`src/rtl/cpu_pkg.sv`:
```
// ============================================================================
// Module : cpu_pkg
// Brief  : Shared opcode constants, fetch FSM encoding and fetch defaults.
// Rev    : 1.0  initial release
// ============================================================================
`default_nettype none

package cpu_pkg;

  localparam logic [3:0] OP_PUSH_POP = 4'd7;
  localparam logic [3:0] OP_CALL     = 4'd11;
  localparam logic [3:0] OP_LD_ST_I  = 4'd12;

  localparam logic [7:0] DEF_RESET_PC = 8'h00;
  localparam logic [7:0] DEF_INT_VEC  = 8'h01;

  typedef enum logic [0:0] {
    ST_FETCH = 1'b0,
    ST_IMM   = 1'b1
  } fetch_state_t;

  // LDM/LDD/STD carry a trailing immediate byte.
  function automatic logic is_two_byte(input logic [3:0] opcode);
    return (opcode == OP_LD_ST_I);
  endfunction

endpackage

`default_nettype wire

```
`src/rtl/if_id_reg.sv`:
```
// ============================================================================
// Module : if_id_reg
// Brief  : IF/ID pipeline register (IR, immediate, PC+1, valid, sf1).
// Rev    : 1.0  initial release
// ============================================================================
`default_nettype none

module if_id_reg #(
  parameter int ADDR_W = 8,
  parameter int DATA_W = 8
) (
  input  logic              clk,
  input  logic              rst,
  input  logic              i_load,
  input  logic              i_clear,
  input  logic [DATA_W-1:0] i_ir,
  input  logic [DATA_W-1:0] i_imm,
  input  logic [ADDR_W-1:0] i_pc_plus1,
  input  logic              i_valid,
  input  logic              i_sf1,
  output logic [DATA_W-1:0] o_ir,
  output logic [DATA_W-1:0] o_imm,
  output logic [ADDR_W-1:0] o_pc_plus1,
  output logic              o_valid,
  output logic              o_sf1
);

  logic [DATA_W-1:0] r_ir;
  logic [DATA_W-1:0] r_imm;
  logic [ADDR_W-1:0] r_pc_plus1;
  logic              r_valid;
  logic              r_sf1;

  // Clear only kills the slot; payload fields keep their last contents.
  always_ff @(posedge clk) begin
    if (rst) begin
      r_ir       <= '0;
      r_imm      <= '0;
      r_pc_plus1 <= '0;
      r_valid    <= 1'b0;
      r_sf1      <= 1'b0;
    end else if (i_clear) begin
      r_valid    <= 1'b0;
      r_sf1      <= 1'b0;
    end else if (i_load) begin
      r_ir       <= i_ir;
      r_imm      <= i_imm;
      r_pc_plus1 <= i_pc_plus1;
      r_valid    <= i_valid;
      r_sf1      <= i_sf1;
    end
  end

  assign o_ir       = r_ir;
  assign o_imm      = r_imm;
  assign o_pc_plus1 = r_pc_plus1;
  assign o_valid    = r_valid;
  assign o_sf1      = r_sf1;

endmodule

`default_nettype wire

```
`src/rtl/if_id_stage.sv`:
```
// ============================================================================
// Module : if_id_stage
// Brief  : Fetch stage with 1/2-byte instruction assembly, IF/ID register and
//          interrupt injection. Optional feature macro: FETCH_INTR_EN.
// Rev    : 1.0  initial release
// ============================================================================
`default_nettype none

module if_id_stage
  import cpu_pkg::*;
#(
  parameter int                ADDR_W   = 8,
  parameter int                DATA_W   = 8,
  parameter logic [ADDR_W-1:0] RESET_PC = ADDR_W'(DEF_RESET_PC),
  parameter logic [ADDR_W-1:0] INT_VEC  = ADDR_W'(DEF_INT_VEC)
) (
  input  logic              clk,
  input  logic              rst,
  output logic [ADDR_W-1:0] imem_addr,
  input  logic [DATA_W-1:0] imem_rdata,
  input  logic              stall,
  input  logic              br_taken,
  input  logic [ADDR_W-1:0] br_target,
  input  logic              intr,
  output logic [DATA_W-1:0] ir_out,
  output logic [DATA_W-1:0] imm_out,
  output logic [ADDR_W-1:0] pc_plus1_out,
  output logic              valid_out,
  output logic              sf1
);

  logic [ADDR_W-1:0] r_pc;
  fetch_state_t      r_state;
  logic [DATA_W-1:0] r_hold_ir;

  logic [ADDR_W-1:0] w_pc_nxt;
  logic [ADDR_W-1:0] w_pc_inc;
  fetch_state_t      w_state_nxt;
  logic [DATA_W-1:0] w_hold_nxt;
  logic              w_intr_req;
  logic              w_inject;
  logic              w_load;
  logic              w_clear;
  logic [DATA_W-1:0] w_ir_nxt;
  logic [DATA_W-1:0] w_imm_nxt;
  logic [ADDR_W-1:0] w_pp1_nxt;
  logic              w_valid_nxt;
  logic              w_sf1_nxt;
  logic              w_sf1_q;

  assign imem_addr = r_pc;
  assign w_pc_inc  = r_pc + 1'b1;

`ifdef FETCH_INTR_EN
  logic r_intr_pend;

  // A request arriving this very cycle is honoured at the current boundary.
  assign w_intr_req = r_intr_pend | intr;

  always_ff @(posedge clk) begin
    if (rst) begin
      r_intr_pend <= 1'b0;
    end else if (w_inject) begin
      r_intr_pend <= 1'b0;
    end else if (intr) begin
      r_intr_pend <= 1'b1;
    end
  end

  assign sf1 = w_sf1_q;
`else
  logic w_unused_intr;
  logic w_unused_sf1;

  assign w_intr_req    = 1'b0;
  assign w_unused_intr = intr;
  assign w_unused_sf1  = w_sf1_q;
  assign sf1           = 1'b0;
`endif

  always_ff @(posedge clk) begin
    if (rst) begin
      r_pc      <= RESET_PC;
      r_state   <= ST_FETCH;
      r_hold_ir <= '0;
    end else begin
      r_pc      <= w_pc_nxt;
      r_state   <= w_state_nxt;
      r_hold_ir <= w_hold_nxt;
    end
  end

  always_comb begin
    w_pc_nxt    = r_pc;
    w_state_nxt = r_state;
    w_hold_nxt  = r_hold_ir;
    w_inject    = 1'b0;
    w_load      = 1'b0;
    w_clear     = 1'b0;
    w_ir_nxt    = '0;
    w_imm_nxt   = '0;
    w_pp1_nxt   = '0;
    w_valid_nxt = 1'b0;
    w_sf1_nxt   = 1'b0;

    if (br_taken) begin
      w_pc_nxt    = br_target;
      w_state_nxt = ST_FETCH;
      w_hold_nxt  = '0;
      w_clear     = 1'b1;
    end else if (!stall) begin
      case (r_state)
        ST_FETCH: begin
          if (w_intr_req) begin
            // Return address goes through IR; decode routes it to the RF.
            w_inject    = 1'b1;
            w_load      = 1'b1;
            w_ir_nxt    = DATA_W'(r_pc);
            w_pp1_nxt   = r_pc;
            w_valid_nxt = 1'b1;
            w_sf1_nxt   = 1'b1;
            w_pc_nxt    = INT_VEC;
          end else if (is_two_byte(imem_rdata[DATA_W-1 -: 4])) begin
            w_hold_nxt  = imem_rdata;
            w_pc_nxt    = w_pc_inc;
            w_state_nxt = ST_IMM;
            w_clear     = 1'b1;
          end else begin
            w_load      = 1'b1;
            w_ir_nxt    = imem_rdata;
            w_pp1_nxt   = w_pc_inc;
            w_valid_nxt = 1'b1;
            w_pc_nxt    = w_pc_inc;
          end
        end
        ST_IMM: begin
          w_load      = 1'b1;
          w_ir_nxt    = r_hold_ir;
          w_imm_nxt   = imem_rdata;
          w_pp1_nxt   = w_pc_inc;
          w_valid_nxt = 1'b1;
          w_pc_nxt    = w_pc_inc;
          w_state_nxt = ST_FETCH;
        end
        default: begin
          w_state_nxt = ST_FETCH;
        end
      endcase
    end
  end

  if_id_reg #(
    .ADDR_W (ADDR_W),
    .DATA_W (DATA_W)
  ) u_if_id_reg (
    .clk        (clk),
    .rst        (rst),
    .i_load     (w_load),
    .i_clear    (w_clear),
    .i_ir       (w_ir_nxt),
    .i_imm      (w_imm_nxt),
    .i_pc_plus1 (w_pp1_nxt),
    .i_valid    (w_valid_nxt),
    .i_sf1      (w_sf1_nxt),
    .o_ir       (ir_out),
    .o_imm      (imm_out),
    .o_pc_plus1 (pc_plus1_out),
    .o_valid    (valid_out),
    .o_sf1      (w_sf1_q)
  );

endmodule

`default_nettype wire

```
`config.mk`:
```
export PLATFORM = sky130hd
export DESIGN_NAME = if_id_stage
export DESIGN_NICKNAME = d
export VERILOG_FILES = /design/src/rtl/cpu_pkg.sv /design/src/rtl/if_id_reg.sv /design/src/rtl/if_id_stage.sv
export SDC_FILE = /design/constraint.sdc
export NUM_CORES = 1
export LEC_CHECK = 0
export CORE_UTILIZATION = 46
export DETAILED_ROUTE_END_ITERATION = 8
export PLACE_DENSITY = 0.78
export RECOVER_POWER = 50
export SYNTH_ARGS = -nofsm -noshare
export SYNTH_HDL_FRONTEND = slang
export SYNTH_SLANG_ARGS = --single-unit
```
`constraint.sdc`:
```
create_clock -name clk -period 1.95 [get_ports clk]
set_clock_uncertainty 0.2 [all_clocks]
set_input_delay 0.39 -clock clk [delete_from_list [all_inputs] [get_ports clk]]
set_output_delay 0.39 -clock clk [all_outputs]
set_load 0.01 [all_outputs]
```
==> reports/results.tsv, run 1 <==
metric	value	unit
most frequent cells in the layout	dfxtp_1, nor2_1, clkdlybuf4s50_1	
# IOs	55	
Post-Syn Instances	192	
initial antenna violation count	0	
critical path's largest stage delay	0.58	ns
fin util	0.685	
largest net degree at the start of global routing	24	
Setup crit start kind	flop	
routed len/inst	13.5	um
Synth Net Count	214	
maximum clock path buffer count	2	
Chip Height	65.4	um
setup_tns	0	ns
Synthesis Warnings	0	
worst-path fanout max	8	
DPL Wire Length	2.99	mm
Pre-Repair DR Iteration Count	4	
CP bufs+invs	1	
fillers	316	
setup slack, reg-to-reg	0.24	ns
Hold EP	u_if_id_reg.o_pc_plus1[1]	
fin worst setup slack	0.0502	ns
Worst Hold Depth	2	
Total Routing Usage GR	0.218	
start point of the worst hold path	u_if_id_reg.o_pc_plus1[1]	
post-synthesis sequential area ratio	0.454	
reg-to-reg endpoint	imem_addr[4]	
Slowest-stage cell, CP	clkdlybuf4s50_1	
Crit path arrival time	1.31	ns
Final Setup Violations	0	
P per Cell Area	735	nW/um2
Critical Path RT	1.36	ns
VDD IR-drop max	0.405	mV
placed insts	294	
crit end category	output port	
status	finished clean	
first-pass GRT wire length	6.94	mm
Reg clk slew, reported paths	0.07	ns
Max Fclk	0.526	GHz
CTS Hold Bufs	0	
most common flop cell mapped by yosys	dfxtp_1	
crit path kind	flop to output port	
share of async-settable or async-resettable flops after synthesis	0	
count of final max-slew check failures	0	
vias in the first global route	1480	
total wire length	4.06	mm
grt total ovfl	0	
Total Nets Final	275	
residual DRC count	0	
GPL Wtd Cong	0.795	
crit share post-route	0.974	
Setup Buffers After CTS	0	
starting density of the core	0.491	
initial drt markers	96	
count of cell types in the netlist	40	
DP Worst Slack	-0.115	ns
Num CTS Buffers	5	
#FFs+latches synth	42	
ratio of cells with drive above 1 in the final layout	0.158	
RSZ-0062 raised after global routing	no	
ANT cells	0	
final cell count without fillers	301	
worst path cell trace	clkdlybuf4s50_1	
std cell rows	22	
Vias	1562	
worst reg2reg path depth	5	
Top delay family on crit path	buffers and inverters	
number of synthesized flops with an enable pin	0	
Clk Latency, worst-skew pair	0.29	ns
Reg-to-Reg Start	imem_addr[0]	
Hold Path Class	flop to flop	
H-Tree Depth	2	
total core area	3770	um2
die area	4280	um2
Leakage	0.986	nW
clk sinks	42	
commonest non-fill, non-tap cell in the layout	dfxtp_1	
Area Overhead vs Synth	39.7	%
Mapped Avg Cell Area	9.64	um2
number of port buffers	52	
root buffer cell	clkbuf_8	
CTS tree	done	
DRT antenna net count	0	
Tmin final	1.90	ns
max cap viols	0	
Fin. Hold Viols	0	
Post-Syn Area	1850	um2
Die X	65.4	um
routed vias/inst	5.19	
where the power goes:
part | switching [W] | internal, W | total (W)
clock network | 0.000280 | 0.000409 | 0.000689
logic | 0.000129 | 0.000161 | 0.000290
registers | 0.0000283 | 0.000893 | 0.000921
registers in the layout, indices dropped and copies added, names as in the netlist:
signal,flops
u_if_id_reg.o_pc_plus1,8
u_if_id_reg.o_ir,8
imem_addr,8
u_if_id_reg.o_imm,8
r_state,1
u_if_id_reg.o_valid,1
r_hold_ir,8
worst max-delay path by stage:
stage / start / to / cells after the start
4_1_cts: imem_addr[2] / imem_addr[2] / 1
6_report: imem_addr[3] / imem_addr[3] / 1
3_5_place_dp: imem_rdata[7] / r_state / 6
2_1_floorplan: imem_addr[0] / imem_addr[4] / 5
5_1_grt: stall / r_state / 6
3_3_place_gp: imem_rdata[7] / u_if_id_reg.o_pc_plus1[5] / 6
cell type report:
class	count	area, um2	area share
clock inverters	1	30.0	0.0116
repair buffers	70	668	0.258
clock buffers	6	82.6	0.0319
multi-input cells	131	890	0.344
flip-flops and latches	42	843	0.326
inverters	3	11.3	0.00436
well taps	48	60.1	0.0232
tightest hold or removal path: cells and delay by family, from the launching register on:
kind / cells / cell delay, ns
simple gates: 1 / 0.05
flops: 1 / 0.32
compound gates: 1 / 0.05
routing by layer:
| layer | global-route usage | part of all wire |
|---|---|---|
| met1 | 0.295 | 0.48 |
| met2 | 0.339 | 0.46 |
| met3 | 0.0451 | 0.049 |
| met4 | 0.0815 | 0.017 |
| met5 | 0 | 0 |
cells in the mapped netlist, drive strengths merged, types with 2 or more instances:
library cell | number | share of area
nor2b | 2 | 0.0081
a211oi | 11 | 0.061
nand2 | 4 | 0.0081
nor3b | 2 | 0.0081
xnor2 | 6 | 0.028
dfxtp | 42 | 0.45
clkbuf | 4 | 0.0081
nor2 | 40 | 0.085
xor2 | 6 | 0.028
mux2i | 11 | 0.060
and3 | 2 | 0.0068
nand3 | 3 | 0.011
nand4b | 2 | 0.0095
a22oi | 8 | 0.032
buf | 12 | 0.049
nor3 | 7 | 0.025
o21a | 4 | 0.017
a21oi | 8 | 0.022
a221oi | 4 | 0.019
inv | 3 | 0.0061
o21ai | 2 | 0.0074
what timing repair did:
action,in CTS,in global routing
resized for setup,1,1
pin swaps,0,0
endpoints found under the setup margin,1,1
per-stage QoR:
step / power (W) / hold slack, ns / instance area (um2)
after floorplan: 0.00108 / 0.240 / 1850
after global placement: 0.00123 / 0.250 / 2470
after detailed placement: 0.00124 / 0.258 / 2470
after CTS: 0.00192 / 0.269 / 2590
after global routing: 0.00199 / 0.292 / 2580
final: 0.00190 / 0.272 / 2580
kinds of logic after synthesis:
logic type | synth area share
muxes | 0.0595
xor gates and xnor gates | 0.0568
other | 0.00203
AOI/OAI and AO/OA | 0.162
and+or+nand+nor | 0.195
DFF | 0.454
buffers and inverters | 0.0629
adders and majority gates | 0.00676
Note: power is estimated with default switching activity, not from simulation.
==> run 2: changes to the inputs <==
--- a/config.mk
+++ b/config.mk
@@ -5,9 +5,10 @@
 export SDC_FILE = /design/constraint.sdc
 export NUM_CORES = 1
 export LEC_CHECK = 0
-export CORE_UTILIZATION = 46
+export CORE_UTILIZATION = 48
+export CTS_BUF_LIST = sky130_fd_sc_hd__clkbuf_4 sky130_fd_sc_hd__clkbuf_8
 export DETAILED_ROUTE_END_ITERATION = 8
-export PLACE_DENSITY = 0.78
+export PLACE_DENSITY = 0.81
 export RECOVER_POWER = 50
 export SYNTH_ARGS = -nofsm -noshare
 export SYNTH_HDL_FRONTEND = slang
==> reports/results.tsv, run 2 (same netlist as run 1, synthesis figures left out) <==
metric	value	unit
routed len/inst	12.8	um
number of port buffers	52	
initial antenna violation count	0	
setup slack, reg-to-reg	0.18	ns
DRT antenna net count	0	
max cap viols	0	
first-pass GRT wire length	6.62	mm
Net Sw Frac	0.243	
Placed Instance Area	2430	um2
Fin. Hold Viols	0	
register share of total power	0.519	
CTS Hold Bufs	0	
Max Fclk	0.527	GHz
crit share post-route	0.974	
clock share of power	0.326	
crit path kind	flop to output port	
Num CTS Buffers	5	
fin worst setup slack	0.0512	ns
reg-to-reg endpoint	imem_addr[4]	
root buffer cell	clkbuf_8	
Total Nets Final	271	
P per Cell Area	711	nW/um2
CP bufs+invs	1	
worst path cell trace	clkdlybuf4s50_1	
vias in the first global route	1421	
Pre-Repair DR Iteration Count	5	
ANT cells	0	
grt total ovfl	0	
crit end category	output port	
ratio of cells with drive above 1 in the final layout	0.140	
setup_tns	0	ns
die area	4110	um2
Setup crit start kind	flop	
RSZ-0062 raised after global routing	no	
Total Routing Usage GR	0.211	
Reg-to-Reg Start	imem_addr[1]	
Reg clk slew, reported paths	0.07	ns
register area	845	um2
Crit path arrival time	1.31	ns
placed insts	290	
Area Overhead vs Synth	35.2	%
switching power	0.000431	W
status	finished clean	
Finished Cell Area	2500	um2
most frequent cells in the layout	clkdlybuf4s50_1, nor2_1, dfxtp_1	
GPL Wtd Cong	0.793	
largest net degree at the start of global routing	26	
Vias	1519	
initial drt markers	83	
Tmin final	1.90	ns
area of the multi-input gates	871	um2
Final Setup Violations	0	
worst-path fanout max	5	
part of the power in combinational logic	0.155	
Leakage	0.924	nW
routed vias/inst	5.10	
Hold EP	u_if_id_reg.o_pc_plus1[1]	
CP startpoint	imem_addr[5]	
Die X	64.1	um
DP Worst Slack	-0.197	ns
internal power	0.00135	W
start point of the worst hold path	u_if_id_reg.o_pc_plus1[1]	
Slowest-stage cell, CP	clkdlybuf4s50_1	
Hold Path Class	flop to flop	
VDD IR-drop max	0.583	mV
commonest non-fill, non-tap cell in the layout	clkdlybuf4s50_1	
clk sinks	42	
maximum clock path buffer count	2	
fin util	0.678	
residual DRC count	0	
Critical Path RT	1.36	ns
count of final max-slew check failures	0	
H-Tree Depth	2	
Chip Height	64.1	um
total wire length	3.81	mm
total core area	3690	um2
Top delay family on crit path	buffers and inverters	
CTS tree	done	
worst reg2reg path depth	5	
final cell count without fillers	298	
starting density of the core	0.502	
critical path's largest stage delay	0.58	ns
fillers	305	
# IOs	55	
std cell rows	22	
Setup Buffers After CTS	0	
Clk Latency, worst-skew pair	0.29	ns
Worst Hold Depth	2	
DPL Wire Length	2.70	mm
[run 2: cell count changes in the layout (fill, tap and decap cells not counted), moves of 2 or more]
cell | before | now
clkbuf_2 | 0 | 2
a211oi_2 | 6 | 4
buf_4 | 17 | 12
clkdlybuf4s50_1 | 39 | 51
dlygate4sd3_1 | 13 | 1
a211oi_1 | 5 | 7
[run 2: area by class of cell]
class | instances | share of cell area
Clock buffer | 7 | 0.0360
Clock inverter | 1 | 0.00200
Inverter | 3 | 0.00450
Multi-Input combinational cell | 131 | 0.348
Sequential cell | 42 | 0.337
Tap cell | 48 | 0.0240
Timing Repair Buffer | 66 | 0.248
[run 2: metrics by stage]
step                total power, W  hold WS [ns]
floorplan                  0.00108         0.240
global placement           0.00122         0.250
detailed placement         0.00122         0.258
CTS                        0.00180         0.270
global route               0.00187         0.293
finish                     0.00178         0.265
[run 2: routing by layer]
layer | global-route usage | up-vias | part of all wire
met3 | 0.0571 | 5 | 0.051
met5 | 0 | - | 0
met1 | 0.294 | 689 | 0.49
li1 | - | 782 | -
met4 | 0.0750 | 0 | 0.016
met2 | 0.310 | 43 | 0.45
[run 2: what timing repair did]
item                                    CTS  global route
hold endpoints to repair                  0             0
gates resized for setup                   2             2
endpoints found under the setup margin    2             2
cloned                                    0             0
[run 2: worst reg2reg max path: cells and delay by family, from the launching register on]
| kind | cells | cell delay (ns) |
|---|---|---|
| flops | 1 | 0.41 |
| fa+ha+maj | 1 | 0.24 |
| simple gates | 2 | 0.55 |
| compound gates | 2 | 0.30 |
[run 2: power groups by stage]
stage          logic, W  registers (W)  clock network (W)
6_report       0.000275       0.000923           0.000581
5_1_grt        0.000301       0.000928           0.000642
4_1_cts        0.000283       0.000923           0.000593
3_5_place_dp   0.000281       0.000943                  0
3_3_place_gp   0.000279       0.000942                  0
2_1_floorplan  0.000130       0.000953                  0
[run 2: how the worst max path moves through the flow]
stage	cells after the start	endpoint
finish	1	imem_addr[5]
floorplan	5	imem_addr[4]
detailed placement	5	u_if_id_reg.o_pc_plus1[7]
CTS	1	imem_addr[2]
global route	1	imem_addr[5]
global placement	5	u_if_id_reg.o_pc_plus1[0]
